File: config.mk
export PLATFORM = sky130hd
export DESIGN_NAME = rpn_stack_engine
export DESIGN_NICKNAME = d
export VERILOG_FILES = /design/src/rtl/rpn_defs.sv /design/src/rtl/reg_load_enable.sv /design/src/rtl/stack_ram.sv /design/src/rtl/rpn_stack_engine.sv
export SDC_FILE = /design/constraint.sdc
export NUM_CORES = 1
export LEC_CHECK = 0
export ABC_CLOCK_PERIOD_IN_PS = 5600
export BUFFER_PORTS_ARGS = -buffer_cell sky130_fd_sc_hd__buf_2
export CORE_MARGIN = 10
export CORE_UTILIZATION = 63
export DETAILED_ROUTE_END_ITERATION = 10
export PLACE_DENSITY = 0.81
export SYNTH_ARGS = -nofsm -noshare
export SYNTH_HDL_FRONTEND = slang
export SYNTH_HIERARCHICAL = 1
export SYNTH_SLANG_ARGS = --single-unit
File: constraint.sdc
create_clock -name CLOCK_50 -period 5.6 [get_ports CLOCK_50]
set_clock_uncertainty 0.2 [all_clocks]
set_input_delay 1.68 -clock CLOCK_50 [delete_from_list [all_inputs] [get_ports CLOCK_50]]
set_output_delay 1.68 -clock CLOCK_50 [all_outputs]
set_load 0.05 [all_outputs]
File: src/rtl/rpn_defs.sv
// Shared definitions for the RPN calculator: opcodes, engine FSM states and
// the seven-segment glyphs (active-low, segment g in bit 6) used by the top level.
package rpn_defs;

  typedef enum logic [2:0] {
    OP_PUSH  = 3'd0,
    OP_POP   = 3'd1,
    OP_ADD   = 3'd2,
    OP_SUB   = 3'd3,
    OP_MUL   = 3'd4,
    OP_DUP   = 3'd5,
    OP_SWAP  = 3'd6,
    OP_CLEAR = 3'd7
  } op_t;

  typedef enum logic [1:0] {
    S_IDLE = 2'd0,
    S_READ = 2'd1,
    S_EXEC = 2'd2
  } state_t;

  localparam logic [6:0] SEG_BLANK = 7'h7F;
  localparam logic [6:0] SEG_E     = 7'h06;
  localparam logic [6:0] SEG_F     = 7'h0E;
  localparam logic [6:0] SEG_U     = 7'h41;

  function automatic logic [6:0] hex_glyph(input logic [3:0] v);
    logic [6:0] g;
    case (v)
      4'h0: g = 7'h40;  4'h1: g = 7'h79;  4'h2: g = 7'h24;  4'h3: g = 7'h30;
      4'h4: g = 7'h19;  4'h5: g = 7'h12;  4'h6: g = 7'h02;  4'h7: g = 7'h78;
      4'h8: g = 7'h00;  4'h9: g = 7'h10;  4'hA: g = 7'h08;  4'hB: g = 7'h03;
      4'hC: g = 7'h46;  4'hD: g = 7'h21;  4'hE: g = 7'h06;  default: g = 7'h0E;
    endcase
    return g;
  endfunction

endpackage

File: src/rtl/reg_load_enable.sv
// Width-parametrised register with synchronous active-high reset and load enable.
module reg_load_enable #(
  parameter int W = 8
) (
  input  logic         clk,
  input  logic         rst,
  input  logic         load,
  input  logic [W-1:0] d,
  output logic [W-1:0] q
);

  always_ff @(posedge clk) begin
    if (rst)       q <= '0;
    else if (load) q <= d;
  end

endmodule

File: src/rtl/stack_ram.sv
// Single-port stack storage: synchronous write, registered read (read-before-write),
// contents are never reset.
module stack_ram #(
  parameter  int WIDTH  = 8,
  parameter  int DEPTH  = 16,
  localparam int ADDR_W = $clog2(DEPTH)
) (
  input  logic              clk,
  input  logic              we,
  input  logic [ADDR_W-1:0] addr,
  input  logic [WIDTH-1:0]  wdata,
  output logic [WIDTH-1:0]  rdata
);

  logic [WIDTH-1:0] mem [DEPTH];

  always_ff @(posedge clk) begin
    if (we) mem[addr] <= wdata;
    rdata <= mem[addr];
  end

endmodule

File: src/rtl/rpn_stack_engine.sv
// RPN stack engine: TOS held in a register, deeper entries in stack_ram
// (entry under TOS at RAM[depth-2]); two-operand commands take three cycles.
module rpn_stack_engine
  import rpn_defs::*;
#(
  parameter  int WIDTH  = 8,
  parameter  int DEPTH  = 16,
  localparam int ADDR_W = $clog2(DEPTH),
  localparam int CNT_W  = $clog2(DEPTH + 1)
) (
  input  logic             CLOCK_50,
  input  logic             RESET,
  input  logic             cmd_valid,
  output logic             cmd_ready,
  input  logic [2:0]       cmd_op,
  input  logic [WIDTH-1:0] cmd_data,
  output logic [WIDTH-1:0] tos,
  output logic [CNT_W-1:0] depth,
  output logic             empty,
  output logic             full,
  output logic             carry,
  output logic             err_overflow,
  output logic             err_underflow,
  output state_t           fsm_state
);

  // Handshake: a command is taken on a rising edge where cmd_valid && cmd_ready;
  // cmd_ready is high only in S_IDLE, so cmd_* is never sampled while busy.
  state_t            state, state_n;
  op_t               op_q, op_n;
  logic              tos_ld, depth_ld, ram_we;
  logic [WIDTH-1:0]  tos_d, ram_wdata, nos;
  logic [CNT_W-1:0]  depth_d;
  logic [ADDR_W-1:0] ram_addr;
  logic              carry_n, ovf_n, unf_n;
  logic [WIDTH:0]    sum;
  logic [2*WIDTH-1:0] prod;

  reg_load_enable #(.W(WIDTH)) u_tos (
    .clk(CLOCK_50), .rst(RESET), .load(tos_ld), .d(tos_d), .q(tos)
  );

  reg_load_enable #(.W(CNT_W)) u_depth (
    .clk(CLOCK_50), .rst(RESET), .load(depth_ld), .d(depth_d), .q(depth)
  );

  stack_ram #(.WIDTH(WIDTH), .DEPTH(DEPTH)) u_ram (
    .clk(CLOCK_50), .we(ram_we && !RESET), .addr(ram_addr),
    .wdata(ram_wdata), .rdata(nos)
  );

  assign cmd_ready = (state == S_IDLE);
  assign empty     = (depth == '0);
  assign full      = (depth == CNT_W'(DEPTH));
  assign fsm_state = state;
  assign sum       = {1'b0, nos} + {1'b0, tos};
  assign prod      = {{WIDTH{1'b0}}, nos} * {{WIDTH{1'b0}}, tos};

  always_ff @(posedge CLOCK_50) begin
    if (RESET) begin
      state         <= S_IDLE;
      op_q          <= OP_PUSH;
      carry         <= 1'b0;
      err_overflow  <= 1'b0;
      err_underflow <= 1'b0;
    end else begin
      state         <= state_n;
      op_q          <= op_n;
      carry         <= carry_n;
      err_overflow  <= ovf_n;
      err_underflow <= unf_n;
    end
  end

  always_comb begin
    state_n   = state;
    op_n      = op_q;
    tos_ld    = 1'b0;
    tos_d     = tos;
    depth_ld  = 1'b0;
    depth_d   = depth;
    carry_n   = carry;
    ovf_n     = err_overflow;
    unf_n     = err_underflow;
    ram_we    = 1'b0;
    // Idle default keeps the NOS address presented so the read is in flight at accept.
    ram_addr  = ADDR_W'(depth - CNT_W'(2));
    ram_wdata = tos;
    case (state)
      S_IDLE: begin
        if (cmd_valid) begin
          case (op_t'(cmd_op))
            OP_PUSH: begin
              if (full) ovf_n = 1'b1;
              else begin
                ram_we   = !empty;
                ram_addr = ADDR_W'(depth - CNT_W'(1));
                tos_ld   = 1'b1;
                tos_d    = cmd_data;
                depth_ld = 1'b1;
                depth_d  = depth + CNT_W'(1);
              end
            end
            OP_DUP: begin
              if (empty)     unf_n = 1'b1;
              else if (full) ovf_n = 1'b1;
              else begin
                ram_we   = 1'b1;
                ram_addr = ADDR_W'(depth - CNT_W'(1));
                depth_ld = 1'b1;
                depth_d  = depth + CNT_W'(1);
              end
            end
            OP_POP: begin
              if (empty) unf_n = 1'b1;
              else if (depth == CNT_W'(1)) begin
                tos_ld   = 1'b1;
                tos_d    = '0;
                depth_ld = 1'b1;
                depth_d  = '0;
              end else begin
                op_n    = OP_POP;
                state_n = S_READ;
              end
            end
            OP_CLEAR: begin
              tos_ld   = 1'b1;
              tos_d    = '0;
              depth_ld = 1'b1;
              depth_d  = '0;
              carry_n  = 1'b0;
              ovf_n    = 1'b0;
              unf_n    = 1'b0;
            end
            default: begin
              if (depth < CNT_W'(2)) unf_n = 1'b1;
              else begin
                op_n    = op_t'(cmd_op);
                state_n = S_READ;
              end
            end
          endcase
        end
      end
      S_READ: state_n = S_EXEC;
      S_EXEC: begin
        state_n  = S_IDLE;
        tos_ld   = 1'b1;
        depth_ld = 1'b1;
        depth_d  = depth - CNT_W'(1);
        case (op_q)
          OP_POP: tos_d = nos;
          OP_ADD: begin
            tos_d   = sum[WIDTH-1:0];
            carry_n = sum[WIDTH];
          end
          OP_SUB: begin
            tos_d   = nos - tos;
            carry_n = (nos < tos);
          end
          OP_MUL: begin
            tos_d   = prod[WIDTH-1:0];
            carry_n = |prod[2*WIDTH-1:WIDTH];
          end
          default: begin
            tos_d    = nos;
            depth_ld = 1'b0;
            ram_we   = 1'b1;
            ram_wdata = tos;
          end
        endcase
      end
      default: state_n = S_IDLE;
    endcase
  end

endmodule

==> results by stage <==
Run status:
- The run finished with clean final reports.

Detailed routing:
- The number of iterations in the first detailed-routing pass is 5.
- Using the TritonRoute via totals, the vias-per-cell ratio works out to 6.37.
- The DRC marker count from the first detailed-route iteration is 894.
- The detail route stage leaves a number of antenna-violating nets equal to 0.
- The average wire per cell in the routed design is 21.8 um.
- The DRC violation count after routing is 0.
- Summed over all layers, the routed wires come to 23,300 um.
- For this block, the via count after detailed routing is 6,799.

Setup path:
- The type of the worst setup path is flip-flop to flip-flop.
- The slowest stage of the critical path belongs to the cell sky130_fd_sc_hd__dfxtp_1.
- The critical path goes through nand2_1 > fa_1 > fa_1 > fa_1 > fa_1 > inv_1 > ha_1 > o21ai_0 > nand3b_1 > o21ai_0 > nor4_2 > nand4_1 > nor4_1 > a21oi_1.
- STA classifies the critical path endpoint as a flip-flop.
- Data arrives at the worst endpoint at 5.08 ns.
- By instance count, the cell type seen most on the critical path is sky130_fd_sc_hd__fa_1.
- The highest cell delay on the worst timing path is 0.71 ns.
- For the worst setup path, the data required time is 5.71 ns.
- The largest driver fanout on the critical path is 12.
- STA classifies the critical path startpoint as a flip-flop.

Placement:
- After detailed placement, the design holds a cell count of 1,036.
- Buffers placed on the I/O ports in this run total 34.
- The estimated wirelength of the detail-placed design is 16,500 um.
- At the end of routability-driven placement, the weighted congestion stood at 0.950.
- The placement-stage cell area is 10,100 um2.

Timing:
- The maximum clock frequency is 201 MHz.
- Headroom to the max-slew limit came out at 18.3%.
- The number of pins exceeding their max-slew limit in the final report came to 0.
- The number of endpoints with negative hold slack in the final report is 0.
- Setup violations remaining at the end of the flow were counted as 0.
- The worst path needs 4.97 ns of the cycle, external delays included.
- The setup TNS is 0 ns.
- The share of the clock period used by the worst path is 88.8%.
- Setup repair after global routing left no endpoint under its margin.
- At the pin with the least slew margin, the transition time is 1.22 ns.

Clock tree:
- The number of post-CTS setup repair buffers is 0.
- The library cell used as clock root buffer is sky130_fd_sc_hd__clkbuf_16.
- Post-CTS repair changed the size of 0 cells.
- The clock tree buffer depth is 2.
- The clock reaches the later pin of the worst-skew pair after 0.43 ns.
- Counting every sink on the clock net gives 157.
- The hold-fix buffer count after cts is 0.
- The H-tree depth is 4.
- The total CTS buffers is 17.
- After clock tree synthesis, the clock-pin slew on the worst setup and hold paths is 0.06 ns.
- The TritonCTS clock tree is yes.

Pwr:
- The switching power is 537 uW.
- The clock network power share is 46.3%.
- In this run the static leakage power is 4.19 nW.
- In this run switching power makes up 21.6% of total power.
- IR analysis of the VDD net gives a maximum drop of 0.269 mV.
- Per report_power, the sequential group accounts for 50.4% of the total.
- The internal portion of total power is 1.95 mW.
- The power per cell area is 233 nW/um2.
- The fraction of power consumed by combinational cells is 3.3%.

Synth:
- The synthesized-area fraction occupied by adder cells is 15.6%.
- The cell area that synthesis handed to floorplanning was 9630 um2.
- The gate count after technology mapping is 823.
- The number of synthesized register bits is 157.
- The synthesized-area fraction occupied by and/or/nand/nor cells is 12.2%.
- The average instance in the mapped netlist occupies 11.7 um2.
- The fraction of the mapped netlist area in compound gates is 10.7%.
- The number of enable-type register cells in the synthesized netlist is 128.
- The flip-flop cell with the highest count after synthesis is sky130_fd_sc_hd__edfxtp_1.
- For this run, the register share of the synthesized area comes to 46.0%.
- The warning count from the yosys run is 6.
- After Yosys synthesis, XOR and XNOR cells account for 0.910% of the synthesized area.
- The number of distinct library cells after synthesis is 71.
- The number of nets in the synthesized netlist is 934.
- Counting flops with an async set or reset pin after synthesis yields a share of 0%.
- By area, the combinational part of the netlist is dominated by adder cells.
- The fraction of synthesized area in multiplexers is 9.57%.

Global route:
- The via count of the first global-routing pass is 6,943.
- The largest net degree at the start of global routing is 40.
- The number of antenna violations at the first check in global routing is 0.
- The first-pass GRT wire length is 37,500 um.
- Global routing used 23.7% of the available tracks across all layers.
- The remaining global-route overflow is 0.

Final layout:
- The final standard cell count with taps included and fillers excluded is 1,068.
- The multi-input logic area is 4740 um2.
- The proportion of layout cells with a drive suffix above 1 is 15.2%.
- The finished layout cell area is 10,700 um2.
- Registers take 4420 um2.
- The number of antenna diodes is 0.
- The layout has 1,030 filler cells.
- The number of nets in the final layout is 978.
- The synthesis-to-layout area growth is 10.9%.

Floorplanning:
- The total area inside the core boundary comes to 15,100 um2.
- In this run the core area contains 45 standard-cell rows.
- The full die area is 20,600 um2.
- The effective utilization at floorplan is 63.8%.
- The horizontal extent of the die is 144 um.
- In this run the vertical extent of the chip is 144 um.
- In this run the count of I/O pins placed on the die edge is 35.

Run:
- The count of max-cap constraint violations is 0.

Min path:
- The class of the tightest hold or removal check is flip-flop to flip-flop.
[cells in the final DEF (no fill, tap or decap), types with 23 or more instances in the layout]
master	count
sky130_fd_sc_hd__buf_4	23
sky130_fd_sc_hd__nor2_1	71
sky130_fd_sc_hd__fa_1	38
sky130_fd_sc_hd__edfxtp_1	128
sky130_fd_sc_hd__buf_2	34
sky130_fd_sc_hd__o21ai_0	39
sky130_fd_sc_hd__ha_1	59
sky130_fd_sc_hd__dfxtp_1	29
sky130_fd_sc_hd__a22oi_1	25
sky130_fd_sc_hd__a21oi_1	30
sky130_fd_sc_hd__mux4_2	32
sky130_fd_sc_hd__and2_1	30
sky130_fd_sc_hd__inv_1	81
sky130_fd_sc_hd__nand2_1	58
[flip-flops by register name, summed over array words and instances (netlist names), 2 cells and up]
| name | flops |
|---|---|
| u_ram/rdata | 8 |
| fsm_state | 2 |
| u_tos/q | 8 |
| u_ram/mem | 128 |
| u_depth/q | 5 |
| op_q | 3 |
[per-layer routing]
layer  track usage, %  part of all wire (%)  vias up
met5                0                     0        -
met2             37.6                    48      288
met1             31.1                    42     3375
met4             7.31                   2.0        0
li1                 -                     -     3089
met3             6.40                   7.8       47
[metrics by stage]
stage               power (mW)  hold WS (ns)  setup slack [ns]  util, %
global placement          1.36         0.249             0.688     66.8
CTS                       2.50         0.285             0.643     70.8
floorplan                 1.34         0.368             0.641        -
global route              2.55         0.310             0.348     70.8
detailed placement        1.36         0.261             0.516     66.8
finish                    2.48         0.291             0.629     70.8
[power by group through the flow]
stage	Sequential, mW	Clock [mW]	Combinational, mW
after global routing	1.25	1.21	0.0906
after detailed placement	1.28	0	0.0817
after floorplan	1.28	0	0.0581
after CTS	1.25	1.17	0.0824
final	1.25	1.15	0.0827
after global placement	1.28	0	0.0805
[cells by family (layout without fill, tap and decap cells)]
family	after synthesis	after routing
buffers and inverters	116	173
and+or+nand+nor	233	233
DFF	157	157
adders and majority gates	97	97
muxes	52	52
AOI/OAI and AO/OA	158	158
xor gates and xnor gates	10	10
[synth_stat cells (5+ instances only)]
cell                       count  area, um2
sky130_fd_sc_hd__nand3b_1      8       60.1
sky130_fd_sc_hd__and3_1        5       31.3
sky130_fd_sc_hd__nor4_1        6       37.5
sky130_fd_sc_hd__nand2_1      58        218
sky130_fd_sc_hd__nand2b_1      6       37.5
sky130_fd_sc_hd__o22ai_1       5       31.3
sky130_fd_sc_hd__a21oi_1      30        150
sky130_fd_sc_hd__buf_1         6       22.5
sky130_fd_sc_hd__dfxtp_1      29        581
sky130_fd_sc_hd__buf_6         5       56.3
sky130_fd_sc_hd__nand3_1       5       25.0
sky130_fd_sc_hd__nor2b_1      10       62.6
sky130_fd_sc_hd__mux4_2       32        721
sky130_fd_sc_hd__o21ai_0      39        195
sky130_fd_sc_hd__inv_1        81        304
sky130_fd_sc_hd__mux2i_1      20        200
sky130_fd_sc_hd__nor3_1       12       60.1
sky130_fd_sc_hd__a22oi_1      25        188
sky130_fd_sc_hd__xnor2_1       8       70.1
sky130_fd_sc_hd__clkbuf_1     15       56.3
sky130_fd_sc_hd__ha_1         59        738
sky130_fd_sc_hd__and2_1       30        188
sky130_fd_sc_hd__buf_2         6       30.0
sky130_fd_sc_hd__edfxtp_1    128       3840
sky130_fd_sc_hd__a31oi_1       7       43.8
sky130_fd_sc_hd__a211oi_1      7       52.6
sky130_fd_sc_hd__nor2_1       71        267
sky130_fd_sc_hd__fa_1         38        761
[critical path: cells and delay by family (launching register included)]
kind                     cells  cell delay [ns]
AO/OA/AOI/OAI                3             0.36
flip-flops                   1             0.71
buffers and inverters        1             0.05
adder cells (fa/ha/maj)      5             2.56
AND/OR/NAND/NOR              5             0.98
[area by class of cell]
class | count | share of cell area [%]
multi-input combinational | 550 | 44.4
sequential | 157 | 41.4
clock buffer | 19 | 4.05
tap | 188 | 2.20
inverter | 82 | 2.88
timing repair buffer | 59 | 3.59
clock inverter | 13 | 1.48
[path summary, 6_finish.rpt]
| path | from | to | slack (ns) | depth (start not counted) |
|---|---|---|---|---|
| worst max-delay path | u_ram/rdata[1] | carry | 0.63 | 14 |
| worst min-delay path | err_underflow | err_underflow | 0.29 | 1 |
| worst max register to register | u_ram/rdata[1] | carry | 0.63 | 14 |
| worst min register to register | err_underflow | err_underflow | 0.29 | 1 |
(Power assumes the default switching activity.)
